<file path="src/rtl/uart_pkg.sv">
// Shared constants and FSM encoding for the UART decimal formatter.
package uart_pkg;

    localparam logic [7:0] ASCII_ZERO = 8'h30;
    localparam logic [7:0] ASCII_CR   = 8'h0D;
    localparam logic [7:0] ASCII_LF   = 8'h0A;

    typedef enum logic [1:0] {
        ST_IDLE = 2'd0,
        ST_CONV = 2'd1,
        ST_SEND = 2'd2
    } fmt_state_e;

    // Double-dabble nibble correction: a nibble of 5..9 would overflow past 9 after the shift.
    function automatic logic [3:0] bcd_add3(input logic [3:0] nib);
        if (nib >= 4'd5) begin
            return nib + 4'd3;
        end else begin
            return nib;
        end
    endfunction

endpackage

</file>
<file path="src/rtl/bin2bcd_serial.sv">
// Serial double-dabble converter: one input bit per cycle, MSB first.
module bin2bcd_serial
    import uart_pkg::*;
#(
    parameter int DATA_W = 14,
    parameter int DIGITS = 4
) (
    input  logic                  clk,
    input  logic                  rst,
    input  logic                  start,
    input  logic [DATA_W-1:0]     bin,
    output logic [4*DIGITS-1:0]   bcd,
    output logic                  valid
);

    localparam int CNT_W = $clog2(DATA_W + 1);
    localparam logic [CNT_W-1:0] LAST_BIT = CNT_W'(DATA_W - 1);

    logic [DATA_W-1:0]   shift_q, shift_d;
    logic [4*DIGITS-1:0] bcd_q, bcd_d, adj_s;
    logic [CNT_W-1:0]    cnt_q, cnt_d;
    logic                active_q, active_d;

    // Per-nibble add-3 correction ahead of the shift.
    always_comb begin
        adj_s = '0;
        for (int i = 0; i < DIGITS; i++) begin
            adj_s[4*i +: 4] = bcd_add3(bcd_q[4*i +: 4]);
        end
    end

    // Load on start, otherwise shift one bit while a conversion is running.
    always_comb begin
        shift_d  = shift_q;
        bcd_d    = bcd_q;
        cnt_d    = cnt_q;
        active_d = active_q;
        if (start) begin
            shift_d  = bin;
            bcd_d    = '0;
            cnt_d    = '0;
            active_d = 1'b1;
        end else if (active_q) begin
            shift_d  = {shift_q[DATA_W-2:0], 1'b0};
            bcd_d    = {adj_s[4*DIGITS-2:0], shift_q[DATA_W-1]};
            cnt_d    = cnt_q + CNT_W'(1);
            active_d = (cnt_q != LAST_BIT);
        end else begin
            active_d = 1'b0;
        end
    end

    // Converter state registers.
    always_ff @(posedge clk or negedge rst) begin
        if (!rst) begin
            shift_q  <= '0;
            bcd_q    <= '0;
            cnt_q    <= '0;
            active_q <= 1'b0;
        end else begin
            shift_q  <= shift_d;
            bcd_q    <= bcd_d;
            cnt_q    <= cnt_d;
            active_q <= active_d;
        end
    end

    // valid marks the cycle whose closing edge performs the final shift,
    // so the consumer can switch state exactly as bcd becomes final.
    assign bcd   = bcd_q;
    assign valid = active_q & (cnt_q == LAST_BIT);

endmodule

</file>
<file path="src/rtl/uart_dec_formatter.sv">
// Formats a clamped binary value as fixed-width ASCII decimal plus CR LF
// and pushes it byte-by-byte into the UART TX FIFO.
module uart_dec_formatter
    import uart_pkg::*;
#(
    parameter int DATA_W  = 14,
    parameter int DIGITS  = 4,
    parameter int MAX_VAL = 9999
) (
    input  logic              clk,
    input  logic              rst,
    input  logic              send,
    input  logic [DATA_W-1:0] value,
    input  logic              fifo_full,
    output logic              fifo_wr,
    output logic [7:0]        fifo_wdata,
    output logic              busy,
    output logic              done
);

    localparam int IDX_W = $clog2(DIGITS + 2);
    localparam logic [IDX_W-1:0]  IDX_CR    = IDX_W'(DIGITS);
    localparam logic [IDX_W-1:0]  IDX_LF    = IDX_W'(DIGITS + 1);
    localparam logic [DATA_W-1:0] MAX_VAL_C = DATA_W'(MAX_VAL);

    fmt_state_e          state_q, state_d;
    logic [IDX_W-1:0]    idx_q, idx_d;
    logic                done_q, done_d;
    logic                start_s, wr_s, conv_valid_s;
    logic [DATA_W-1:0]   clamp_s;
    logic [4*DIGITS-1:0] bcd_s;
    logic [3:0]          digit_s;
    logic [7:0]          byte_s;

    assign clamp_s = (value > MAX_VAL_C) ? MAX_VAL_C : value;

    bin2bcd_serial #(
        .DATA_W (DATA_W),
        .DIGITS (DIGITS)
    ) u_conv (
        .clk   (clk),
        .rst   (rst),
        .start (start_s),
        .bin   (clamp_s),
        .bcd   (bcd_s),
        .valid (conv_valid_s)
    );

    // Next-state logic: accept, convert, then emit DIGITS+2 bytes under back-pressure.
    always_comb begin
        state_d = state_q;
        idx_d   = idx_q;
        done_d  = 1'b0;
        start_s = 1'b0;
        wr_s    = 1'b0;
        case (state_q)
            ST_IDLE: begin
                if (send) begin
                    start_s = 1'b1;
                    state_d = ST_CONV;
                end else begin
                    state_d = ST_IDLE;
                end
            end
            ST_CONV: begin
                if (conv_valid_s) begin
                    state_d = ST_SEND;
                    idx_d   = '0;
                end else begin
                    state_d = ST_CONV;
                end
            end
            ST_SEND: begin
                if (!fifo_full) begin
                    wr_s = 1'b1;
                    if (idx_q == IDX_LF) begin
                        state_d = ST_IDLE;
                        idx_d   = '0;
                        done_d  = 1'b1;
                    end else begin
                        idx_d = idx_q + IDX_W'(1);
                    end
                end else begin
                    wr_s = 1'b0;
                end
            end
            default: begin
                state_d = ST_IDLE;
                idx_d   = '0;
            end
        endcase
    end

    // FSM, byte index and done-pulse registers.
    always_ff @(posedge clk or negedge rst) begin
        if (!rst) begin
            state_q <= ST_IDLE;
            idx_q   <= '0;
            done_q  <= 1'b0;
        end else begin
            state_q <= state_d;
            idx_q   <= idx_d;
            done_q  <= done_d;
        end
    end

    // Select the BCD digit for the current index, most significant first.
    always_comb begin
        digit_s = 4'h0;
        for (int i = 0; i < DIGITS; i++) begin
            digit_s = digit_s | ((idx_q == IDX_W'(i)) ? bcd_s[4*(DIGITS-1-i) +: 4] : 4'h0);
        end
    end

    // Output byte mux; idle value is zero.
    always_comb begin
        byte_s = 8'h00;
        if (state_q == ST_SEND) begin
            if (idx_q < IDX_CR) begin
                byte_s = ASCII_ZERO + {4'h0, digit_s};
            end else if (idx_q == IDX_CR) begin
                byte_s = ASCII_CR;
            end else begin
                byte_s = ASCII_LF;
            end
        end else begin
            byte_s = 8'h00;
        end
    end

    assign fifo_wr    = wr_s;
    assign fifo_wdata = byte_s;
    assign busy       = (state_q != ST_IDLE);
    assign done       = done_q;

endmodule

</file>
<file path="config.mk">
export PLATFORM = sky130hd
export DESIGN_NAME = uart_dec_formatter
export DESIGN_NICKNAME = d
export VERILOG_FILES = /design/src/rtl/uart_pkg.sv /design/src/rtl/bin2bcd_serial.sv /design/src/rtl/uart_dec_formatter.sv
export SDC_FILE = /design/constraint.sdc
export NUM_CORES = 1
export LEC_CHECK = 0
export CORE_UTILIZATION = 50
export DETAILED_ROUTE_END_ITERATION = 10
export GPL_TIMING_DRIVEN = 0
export PLACE_DENSITY = 0.73
export SYNTH_ARGS = -nofsm -noshare
export SYNTH_HDL_FRONTEND = slang
export SYNTH_SLANG_ARGS = --single-unit
</file>
<file path="constraint.sdc">
create_clock -name clk -period 1.75 [get_ports clk]
set_input_delay 0.175 -clock clk [delete_from_list [all_inputs] [get_ports clk]]
set_output_delay 0.175 -clock clk [all_outputs]
set_load 0.03 [all_outputs]
</file>
==> impl_metrics.csv, run 1 <==
group,metric,value,unit
detailed_routing,wl_per_cell,14.93,um
placed_design,pre_cts_ws,-0.5053,ns
cts,cts.clk_slew.worst_paths,0.07,ns
detailed_routing,via_per_inst,5.636,
grt,grt_usage,22.62,%
timing,fin_crit,1.908,ns
cells_and_area,area_delta_synth_final,21.59,%
timing,drv_slew,0,
synth,ys_seq_area_share,42.86,%
detailed_routing,first_iter_violations,143,
floorplanning,die_w,71.19,um
cts,cts_root_buf,"clkbuf_8",
detailed_routing,first_pass_iters,7,
cts,insertion_delay,0.29,ns
setup_path,cp-start-kind,"register",
placed_design,gp_congestion,0.8332,
hold_path,hold_class,"primary input to async pin",
setup_path,crit_path_end_kind,"output port",
grt,antenna_found_initial,0,
timing,setup_viol,4,
synth,ys.flop_type,"dfrtp_1",
placed_design,dpl.hpwl,3.684,mm
run_status,violations,"design-rule violations, negative setup slack",
cts,cts_buffer_depth,2,
setup_path,crit_type,"register to output port",
timing,rsz0062_at_grt,"yes",
setup_path,critPathMaxFanout,5,
synth,syn_area,0.002394,mm2
floorplanning,start_util,53.50,%
power,leakage,1.327,nW
floorplanning,die_area,0.005068,mm2
setup_path,required,1.57,ns
cells_and_area,final_net_count,331,
grt,grt_pass1_wl,8.907,mm
setup_path,r2r_slack,0.14,ns
cells_and_area,design_area,0.002910,mm2
power,cellPowerDensity,1568,mW/mm2
detailed_routing,final_antenna_net_count,0,
synth,ys_ff_latch,41,
synth,synthCells,263,
cells_and_area,layout_commonest_cell,"dfrtp_1",
synth,synth_edf_count,0,
setup_path,crit_start,"idx_q[0]",
cts,cts.htree.levels,2,
setup_path,critical_path_arrival,1.73,ns
timing,fin_crit_sh,109.0,%
synth,synth_area_per_cell,9.101,um2
cts,numCtsBuffers,5,
cells_and_area,antenna_cells,0,
synth,synth-async-reset-ratio,100.0,%
floorplanning,num_rows,24,
grt,grt_pass1_vias,1897,
placed_design,placed_area,0.002738,mm2
grt,overflow,0,
cts,tritoncts,"yes",
timing,final_hold_viol_count,0,
run,maxCapViolCount,0,
timing,clock.fmax,524.1,MHz
floorplanning,die_height,71.19,um
floorplanning,ioPinCount,29,
run_status,status,"complete, but fails checks",
placed_design,io_buffers,26,
synth,synthDistinctLibCells,39,
cts,clkSinkCount,41,
timing,fin_ws,-0.1580,ns
synth,yosysWarningCount,0,
detailed_routing,vias,1995,
timing,holdWs,0.3512,ns
cells_and_area,drive_above_1_share,16.89,%
power,worst_ir_drop_vdd,0.0007609,V
detailed_routing,drc,2,
setup_path,r2r_start,"u_conv.bcd[12]",
floorplanning,core,0.004474,mm2
timing,finClkSkew,0.006661,ns
timing,setup_tns,-0.5441,ns
grt,grt_max_degree,25,
cells_and_area,mostFrequentLayoutCells,"dfrtp_1, o21ai_0, a21oi_1, nand2_1, nor2_1",
detailed_routing,finalWirelength,5.284,mm
stage by stage:
step	cells	power (mW)	utilization, %
3_5_place_dp	343	3.863	61.19
6_report	354	4.564	65.04
3_3_place_gp	342	3.793	60.85
2_1_floorplan	264	3.302	-
4_1_cts	354	4.550	64.79
5_1_grt	354	4.983	65.04
worst max-delay path, cell delays in order, from the launching register on:
cell and delay, ns:
dfrtp_1 0.39, buf_6 0.13, and2_4 0.15, ha_4 0.18, a221oi_4 0.29, a31oi_1 0.12
buf_4 0.18
synth_stat cells, types with 6 or more instances:
cell type | number | share of area (%)
dfrtp_1 | 41 | 43
o21ai_0 | 27 | 5.6
a21oi_1 | 23 | 4.8
nand2_1 | 22 | 3.5
nor2_1 | 20 | 3.1
mux2i_1 | 17 | 7.1
inv_1 | 12 | 1.9
ha_1 | 11 | 5.8
nand3_1 | 10 | 2.1
buf_2 | 8 | 1.7
nand2b_1 | 7 | 1.8
a31oi_1 | 6 | 1.6
nor3_1 | 6 | 1.3
layout make-up:
class | count | area (um2)
Timing Repair Buffer | 32 | 299.0
Multi-Input combinational cell | 197 | 1304
Fill cell | 369 | 1564
Buffer | 13 | 80.08
Sequential cell | 41 | 1031
Inverter | 12 | 45.04
Tap cell | 52 | 65.06
Clock buffer | 7 | 86.33
power by group:
group / internal, mW / leakage (nW) / total [mW] / switching, mW
sequential: 1.36 / 0.508 / 1.82 / 0.457
clock: 0.313 / 0.0443 / 0.626 / 0.313
combinational: 0.976 / 0.775 / 2.12 / 1.14
final timing paths:
path                       cells past startpoint           endpoint
max                                            6      fifo_wdata[3]
min in group clk                               2  u_conv.shift_q[0]
max in group asynchronous                      3         state_q[0]
min reg2reg                                    2  u_conv.shift_q[0]
min                                            2    u_conv.cnt_q[2]
max reg2reg                                    5     u_conv.bcd[14]
repair_timing:
action / in CTS / in global routing
hold buffers: 1 / 0
resized for setup: 46 / 8
hold endpoints to repair: 17 / 0
buffers inserted: 4 / 0
endpoints found under the setup margin: 8 / 8
pin swaps: 4 / 3
kinds of logic after synthesis:
family | Yosys count | synth area share [%]
XOR/XNOR | 3 | 1.098
other | 1 | 0.1567
flip-flops | 41 | 42.86
multiplexers | 19 | 8.050
AO/OA/AOI/OAI | 75 | 18.61
buffers and inverters | 26 | 5.123
AND/OR/NAND/NOR | 87 | 18.35
adder cells (fa/ha/maj) | 11 | 5.750
per-layer routing:
metal	share of wire, %	wire, um	up-vias	global-route usage (%)
met4	0.79	42	0	5.556
met1	46	2454	943	30.05
met5	0	0	-	0
li1	-	-	1003	-
met3	3.6	192	6	4.701
met2	49	2596	43	37.88
state kept, by name, indices dropped and copies added (netlist names):
| register | flops |
|---|---|
| u_conv.active_q | 1 |
| u_conv.bcd | 16 |
| done | 1 |
| u_conv.shift_q | 14 |
| idx_q | 3 |
| state_q | 2 |
| u_conv.cnt_q | 4 |
No activity file was read; power rests on OpenSTA's default activity.
==> run 2, diff against run 1 <==
- CORE_ASPECT_RATIO: not set -> 2
- CTS_BUF_LIST: not set -> sky130_fd_sc_hd__clkbuf_8 sky130_fd_sc_hd__clkbuf_16
- SLEW_MARGIN: not set -> 20
==> run 2 against run 1 <==
Against the previous run: the run ends with negative setup slack left; sequential power about the same; non-clock buffer count decreased by 1; die area increased by 0.33%; register-to-register slack about the same; count of clock-buffer cells in the layout unchanged; via count increased by 3.2%; power increased by 1.1%; core utilization decreased by 1.3 points; combinational power about the same; fmax increased by 0.67%.
==> impl_metrics.csv, run 2 (synthesis results as in run 1) <==
group,metric,value,unit
timing,clock.fmax,527.6,MHz
cells_and_area,area_delta_synth_final,22.53,%
timing,rsz0062_at_grt,"yes",
timing,drv_slew,0,
cts,cts_buffer_depth,2,
cells_and_area,largest_reg_flops,16,
cts,cts.clk_slew.worst_paths,0.08,ns
floorplanning,die_area,0.005085,mm2
detailed_routing,drc,0,
setup_path,critical_path_arrival,1.72,ns
grt,grt_pass1_vias,2024,
floorplanning,die_height,99.85,um
grt,grt_pass1_wl,9.114,mm
cells_and_area,mostFrequentLayoutCells,"dfrtp_1, o21ai_0, a21oi_1, nand2_1, nor2_1",
placed_design,pre_cts_ws,-0.4466,ns
detailed_routing,first_iter_violations,74,
setup_path,cp-start-kind,"register",
setup_path,r2r_slack,0.15,ns
grt,grt_max_degree,33,
detailed_routing,vias,2059,
cts,insertion_delay,0.29,ns
power,worst_ir_drop_vdd,0.0009785,V
floorplanning,ioPinCount,29,
power,cellPowerDensity,1574,mW/mm2
detailed_routing,first_pass_iters,4,
placed_design,dpl.hpwl,3.999,mm
floorplanning,start_util,52.05,%
timing,fin_crit,1.895,ns
floorplanning,num_rows,35,
detailed_routing,final_antenna_net_count,0,
setup_path,crit_path_end_kind,"output port",
power,power,4.615,mW
cells_and_area,antenna_cells,0,
placed_design,io_buffers,26,
power,leakage,1.333,nW
timing,setup_viol,4,
cts,numCtsBuffers,5,
setup_path,crit_type,"register to output port",
cts,tritoncts,"yes",
run_status,violations,"negative setup slack",
cells_and_area,layout_commonest_cell,"dfrtp_1",
floorplanning,die_w,50.93,um
run,maxCapViolCount,0,
timing,final_hold_viol_count,0,
grt,grt_usage,23.60,%
placed_design,gp_congestion,0.8663,
timing,fin_crit_sh,108.3,%
detailed_routing,wl_per_cell,14.79,um
floorplanning,core,0.004598,mm2
timing,fin_ws,-0.1452,ns
cells_and_area,final_net_count,330,
detailed_routing,via_per_inst,5.768,
cells_and_area,drive_above_1_share,16.56,%
setup_path,required,1.57,ns
timing,finClkSkew,0.005104,ns
cells_and_area,post-route-util,63.78,%
cts,cts_root_buf,"clkbuf_8",
grt,antenna_found_initial,0,
cts,cts.htree.levels,2,
hold_path,hold_class,"primary input to async pin",
run_status,status,"complete, but fails checks",
detailed_routing,finalWirelength,5.279,mm
grt,overflow,0,
setup_path,critPathMaxFanout,5,
cts,clkSinkCount,41,
run 2: cell count changes in the layout (fill, tap and decap cells not counted):
cell / before / now
clkbuf_2: 2 / 0
clkdlybuf4s15_1: 0 / 2
buf_4: 12 / 11
clkbuf_1: 2 / 1
clkbuf_8: 6 / 7
clkinv_2: 0 / 1
dlygate4sd2_1: 0 / 1
dlymetal6s2s_1: 1 / 0
inv_1: 11 / 12
inv_2: 1 / 0
nor3b_1: 3 / 2
nor3b_2: 0 / 1
run 2: what timing repair did:
item                                   4_1_cts  5_1_grt
resized for setup                           48        4
hold buffers                                 1        0
pin swaps                                    5        1
endpoints found under the hold margin        9        0
buffers inserted                             3        0
setup endpoints to repair                    8        7
run 2: layer usage:
metal / track usage (%) / share of wire, % / vias up
li1: - / - / 1004
met1: 24.55 / 37 / 996
met2: 45.24 / 59 / 51
met3: 2.576 / 2.6 / 8
met4: 10.04 / 2.1 / 0
met5: 0 / 0 / -
run 2: area by class of cell:
class / instances / area, um2
tap: 55 / 68.82
clock buffer: 7 / 96.34
timing repair buffer: 31 / 297.8
inverter: 12 / 45.04
fill: 395 / 1665
buffer: 13 / 80.08
clock inverter: 1 / 5.005
multi-input combinational: 197 / 1309
sequential: 41 / 1031
run 2: worst paths after layout:
kind,endpoint,from,cells past startpoint
worst max-delay path,fifo_wdata[0],idx_q[0],6
worst min-delay path,u_conv.cnt_q[3],rst,2
worst max register to register,u_conv.bcd[14],u_conv.bcd[13],6
worst min register to register,u_conv.bcd[0],u_conv.shift_q[13],2
max in group asynchronous,u_conv.shift_q[0],rst,3
min in group clk,u_conv.shift_q[3],value[3],2
run 2: metrics by stage:
step	instance area (um2)	cells	TNS, ns	hold WS, ns
floorplan	2397	264	0	-0.1206
global placement	2726	345	-23.46	0.4982
detailed placement	2741	346	-1.820	0.05949
CTS	2910	357	-0.4250	0.2783
global route	2933	357	-0.7251	0.2992
finish	2933	357	-0.5039	0.2693
run 2: critical path, cell delays in order, from the launching register on:
cell,delay [ns]
dfrtp_1,0.40
buf_6,0.13
and2_4,0.15
ha_4,0.17
a221oi_4,0.27
a31oi_1,0.11
buf_4,0.18
run 2: power breakdown:
| group | internal [mW] | switching [mW] | leakage (nW) |
|---|---|---|---|
| Clock | 0.357 | 0.329 | 0.0542 |
| Sequential | 1.36 | 0.457 | 0.508 |
| Combinational | 0.970 | 1.14 | 0.771 |
